**src/rtl/sync_fifo_param.sv**
```systemverilog
// Purpose: single-clock parameterised FIFO with occupancy count, almost-full/empty, sticky errors.
// Latency: FWFT=0 -> popped word registered one edge after pop; FWFT=1 -> head word visible after push edge.
// Backpressure: full_flag rejects a lone push (sets overflow); a push is still accepted when full if a pop completes.
//
// Ports:
//   clk, reset         : rising-edge clock, synchronous active-high reset
//   write_enable/data  : push request and word
//   read_enable        : pop request (FWFT=1: acknowledge of the head word)
//   read_data/valid    : popped word (FWFT=0) or head word (FWFT=1) and its qualifier
//   empty_flag, full_flag, almost_full, almost_empty, count : occupancy status
//   overflow, underflow, clear_errors : sticky error flags and their clear
module sync_fifo_param #(
  parameter int  DATA_WIDTH    = 8,
  parameter int  DEPTH         = 16,
  parameter int  AFULL_THRESH  = 12,
  parameter int  AEMPTY_THRESH = 4,
  parameter bit  FWFT          = 1'b0,
  localparam int ADDR_WIDTH    = $clog2(DEPTH)
) (
  input  logic                  clk,
  input  logic                  reset,
  input  logic                  write_enable,
  input  logic [DATA_WIDTH-1:0] write_data,
  input  logic                  read_enable,
  output logic [DATA_WIDTH-1:0] read_data,
  output logic                  read_valid,
  output logic                  empty_flag,
  output logic                  full_flag,
  output logic                  almost_full,
  output logic                  almost_empty,
  output logic [ADDR_WIDTH:0]   count,
  output logic                  overflow,
  output logic                  underflow,
  input  logic                  clear_errors
);

  // Elaboration-time legality checks.
  if (DEPTH < 2 || (DEPTH & (DEPTH - 1)) != 0) begin : g_bad_depth
    $error("sync_fifo_param: DEPTH must be a power of two and at least 2");
  end
  if (AFULL_THRESH < 1 || AFULL_THRESH > DEPTH) begin : g_bad_afull
    $error("sync_fifo_param: AFULL_THRESH must be in 1..DEPTH");
  end
  if (AEMPTY_THRESH < 0 || AEMPTY_THRESH >= AFULL_THRESH) begin : g_bad_aempty
    $error("sync_fifo_param: AEMPTY_THRESH must be in 0..AFULL_THRESH-1");
  end

  localparam logic [ADDR_WIDTH:0] LP_DEPTH  = DEPTH[ADDR_WIDTH:0];
  localparam logic [ADDR_WIDTH:0] LP_AFULL  = AFULL_THRESH[ADDR_WIDTH:0];
  localparam logic [ADDR_WIDTH:0] LP_AEMPTY = AEMPTY_THRESH[ADDR_WIDTH:0];

  logic [DATA_WIDTH-1:0] r_mem [DEPTH];
  logic [ADDR_WIDTH:0]   r_wr_ptr;
  logic [ADDR_WIDTH:0]   r_rd_ptr;
  logic [ADDR_WIDTH:0]   r_count;
  logic                  r_overflow;
  logic                  r_underflow;

  logic                  w_rd_acc;
  logic                  w_wr_acc;
  logic [ADDR_WIDTH-1:0] w_wr_addr;
  logic [ADDR_WIDTH-1:0] w_rd_addr;

  assign w_wr_addr = r_wr_ptr[ADDR_WIDTH-1:0];
  assign w_rd_addr = r_rd_ptr[ADDR_WIDTH-1:0];

  // Status flags decode the registered count so they move on the same edge.
  assign empty_flag   = (r_count == '0);
  assign full_flag    = (r_count == LP_DEPTH);
  assign almost_full  = (r_count >= LP_AFULL);
  assign almost_empty = (r_count <= LP_AEMPTY);
  assign count        = r_count;
  assign overflow     = r_overflow;
  assign underflow    = r_underflow;

  // A pop frees the head slot this edge, so a push into a full FIFO can land
  // in it; when full the head and tail addresses coincide and the read of the
  // old word happens before the write lands (non-blocking update).
  assign w_rd_acc = read_enable & ~empty_flag;
  assign w_wr_acc = write_enable & (~full_flag | w_rd_acc);

  always_ff @(posedge clk) begin
    if (!reset && w_wr_acc) begin
      r_mem[w_wr_addr] <= write_data;
    end
  end

  always_ff @(posedge clk) begin
    if (reset) begin
      r_wr_ptr    <= '0;
      r_rd_ptr    <= '0;
      r_count     <= '0;
      r_overflow  <= 1'b0;
      r_underflow <= 1'b0;
    end else begin
      if (w_wr_acc) r_wr_ptr <= r_wr_ptr + 1'b1;
      if (w_rd_acc) r_rd_ptr <= r_rd_ptr + 1'b1;
      case ({w_wr_acc, w_rd_acc})
        2'b10:   r_count <= r_count + 1'b1;
        2'b01:   r_count <= r_count - 1'b1;
        default: r_count <= r_count;
      endcase
      // Set has priority over clear when both happen in one cycle.
      r_overflow  <= (r_overflow  & ~clear_errors) | (write_enable & ~w_wr_acc);
      r_underflow <= (r_underflow & ~clear_errors) | (read_enable & empty_flag);
    end
  end

  if (FWFT == 1'b0) begin : g_reg_read
    logic [DATA_WIDTH-1:0] r_read_data;
    logic                  r_read_valid;

    always_ff @(posedge clk) begin
      if (reset) begin
        r_read_data  <= '0;
        r_read_valid <= 1'b0;
      end else begin
        r_read_valid <= w_rd_acc;
        if (w_rd_acc) r_read_data <= r_mem[w_rd_addr];
      end
    end

    assign read_data  = r_read_data;
    assign read_valid = r_read_valid;
  end else begin : g_fwft_read
    // Head word falls through straight from the array.
    assign read_data  = r_mem[w_rd_addr];
    assign read_valid = ~empty_flag;
  end

endmodule

```
**config.mk**
```make
export PLATFORM = sky130hd
export DESIGN_NAME = sync_fifo_param
export DESIGN_NICKNAME = d
export VERILOG_FILES = /design/src/rtl/sync_fifo_param.sv
export SDC_FILE = /design/constraint.sdc
export NUM_CORES = 1
export LEC_CHECK = 0
export CAP_MARGIN = 20
export CORE_MARGIN = 2
export CORE_UTILIZATION = 45
export DETAILED_ROUTE_END_ITERATION = 10
export GPL_ROUTABILITY_DRIVEN = 0
export PLACE_DENSITY = 0.7
export SLEW_MARGIN = 20
export SYNTH_ARGS = -nofsm -noshare
export SYNTH_HDL_FRONTEND = slang
export SYNTH_SLANG_ARGS = --single-unit
```
**constraint.sdc**
```tcl
create_clock -name clk -period 2.8 [get_ports clk]
set_input_delay 0.28 -clock clk [delete_from_list [all_inputs] [get_ports clk]]
set_output_delay 0.28 -clock clk [all_outputs]
set_load 0.01 [all_outputs]
```
==> metrics <==
width of the die between 100 and 150 um; skew final approximately 8 ps; final core occ 53.4%; Psw 1630 uW; relative slew slack between 40% and 50%; Net Sw Frac a little over a quarter; worst vdd ir 411 uV; Comb power frac 21.3%; sequential share of the synthesized area approximately 70%; CTS Root Cell clkbuf_16; Worst Setup Path Type reg -> out; Syn Area/Cell approximately 15 um^2; largest family of logic cells by synthesized area multiplexers; Synth Net Count 438; unrepaired setup endpoints after global routing false; initial DRC count ~280; Synth cell types 44; design area 7330 um^2; Yosys reg bits 152; Final #Nets between 400 and 500; # hold bufs at CTS 0; share of cells above drive strength 1 a little over a tenth; Worst-path clk slew around 60 ps; Compound-Gate Fraction of Synth Area 6.92%; clk buf depth 2; drt first pass iters 4; die height between 100 and 150 um; R2R setup slack 220 ps; Total GRT Usage 18.6%; Setup Fix Bufs, Post-CTS 0; hpwl dp 8.50 mm; Starting Density 45.6%; fmax 374 MHz; LEAKAGE 0.00230 uW; CP startpoint kind flip-flop; HP Class reg -> reg; port bufs 32; Residual DRC 0; Synth warnings 0; cell area after synthesis between 6000 and 7000 um^2; DIE AREA 14900 um^2; Max Slew Vio Count 0; Antenna diodes 0; Mapped Cells about 420; Arr. time, crit path 2400 ps; most frequent cells in the layout edfxtp_1 (128), mux2i_1 (66), nor2_1 (41), o22ai_1 (32), clkdlybuf4s50_1 (32); CTS tree built; Final ANT Viol Nets 0; CTS buffer count 17; data required time of the worst path 2520 ps; sequential power share 44.1%; pin count of the biggest net entering global routing 29; outcome complete, no violations; # H-tree levels 4; vias in the first global route between 3k and 4k; area share of fa/ha/maj cells after synthesis under 10%; initial antenna violation count 0; I/O pins 33; Area growth, synth to finish 17.3%; Slew @ Worst Pin ~800 ps; latest clock arrival within the worst-skew pair 420 ps; total of max-cap violations 0; Cell Pwr Density roughly 830 nW/um^2; total clock sinks 152; GR Overflow Total 0; mux cell area share after synthesis about an eighth; Fin. Hold Viols 0; Pint 4490 uW; global-route wire length before repair 19.7 mm; Synth Area in Simple Gates a little over 7%; area of the core 13700 um^2; final setup fails 0; Tmin final 2680 ps; Rows between 40 and 50; Period Utilization, post-route 95.6%; total negative setup slack 0 ps; WL per Instance 19.8 um; Synth Area in XOR/XNOR 0.841%; Setup crit end kind primary output; via count 3547; most common library cell in the layout ignoring fill and taps edfxtp_1; Vias/cell approximately 5.5; total power 6110 uW; final WL 12.8 mm; Resized cells post-CTS 0; Placed Area 6790 um^2; CP Max Fanout 7; clock power share 34.6%
-- cells in the mapped netlist, drive strengths merged --
library cell	n	area share, %
edfxtp	128	61
mux2i	67	11
nor2	42	2.6
o22ai	32	3.2
dfxtp	24	7.7
buf	15	1.2
nand2	10	0.60
nor4	9	0.90
a211oi	8	0.96
ha	8	1.6
inv	8	0.48
clkbuf	7	0.42
a21oi	5	0.40
or3	5	0.50
mux2	4	0.90
nand2b	4	0.40
nand3b	4	0.48
or3b	4	0.56
xor2	4	0.56
nand3	3	0.24
and3	2	0.20
nor2b	2	0.20
o211ai	2	0.24
o21ai	2	0.16
o311ai	2	0.56
or4	2	0.24
xnor2	2	0.28
a2111o	1	0.18
a211o	1	0.14
a21boi	1	0.18
a21o	1	0.12
a2bb2oi	1	0.42
a31oi	1	0.10
fa	1	0.32
nand4b	1	0.14
nor3	1	0.080
o21a	1	0.12
o31a	1	0.14
-- cell families (layout without fill, tap and decap cells) --
family,count (synthesis),count (layout)
xor+xnor,6,6
compound gates,59,59
fa+ha+maj,9,9
flops,152,152
mux,71,71
buf+inv,30,79
simple gates,89,89
-- critical path: stages, from the launching register on --
cell and delay, ps:
dfxtp_1 370, or4_1 690, buf_4 230, nor2_4 130, clkdlybuf4s50_1 560
-- layout make-up --
cell class	count	area, um^2
Clock buffer	19	433
Sequential cell	152	4330
Multi-Input combinational cell	234	1790
Inverter	8	30.0
Clock inverter	11	109
Timing Repair Buffer	41	413
Fill cell	1086	6390
Tap cell	180	225
-- registers in the layout, summed over array words and instances (netlist names) --
name	flops
underflow	1
r_mem	128
r_rd_ptr	4
r_wr_ptr	4
overflow	1
read_valid	1
count	5
read_data	8
-- per-layer routing --
metal	wire [um]	global-route usage [%]	share of wire [%]	up-vias
met5	0	0	0	-
met4	286	8.55	2.2	0
met3	676	4.73	5.3	23
met2	6120	28.7	48	84
met1	5680	24.8	45	1760
li1	-	-	-	1680
-- worst paths after layout --
check / start / end / depth (start not counted)
setup / recovery: count[2] / empty_flag / 4
hold / removal: overflow / overflow / 2
hold reg to reg: overflow / overflow / 2
setup reg to reg: count[2] / count[4] / 9
-- power groups by stage --
stage	Sequential (uW)	Combinational, uW	Clock [uW]
floorplan	2750	795	0
CTS	2700	1310	2140
global placement	2730	1300	0
finish	2700	1300	2110
detailed placement	2750	1300	0
global route	2720	1420	2230
-- per-stage QoR --
step / setup WS [ps] / instances / hold WS (ps)
after floorplan: 1.81 / 416 / 379
after global placement: 381 / 615 / 457
after global routing: 16.1 / 645 / 527
after detailed placement: 291 / 615 / 476
after CTS: 93.0 / 645 / 482
final: 123 / 645 / 480
Power figures use the tool's default switching activity.
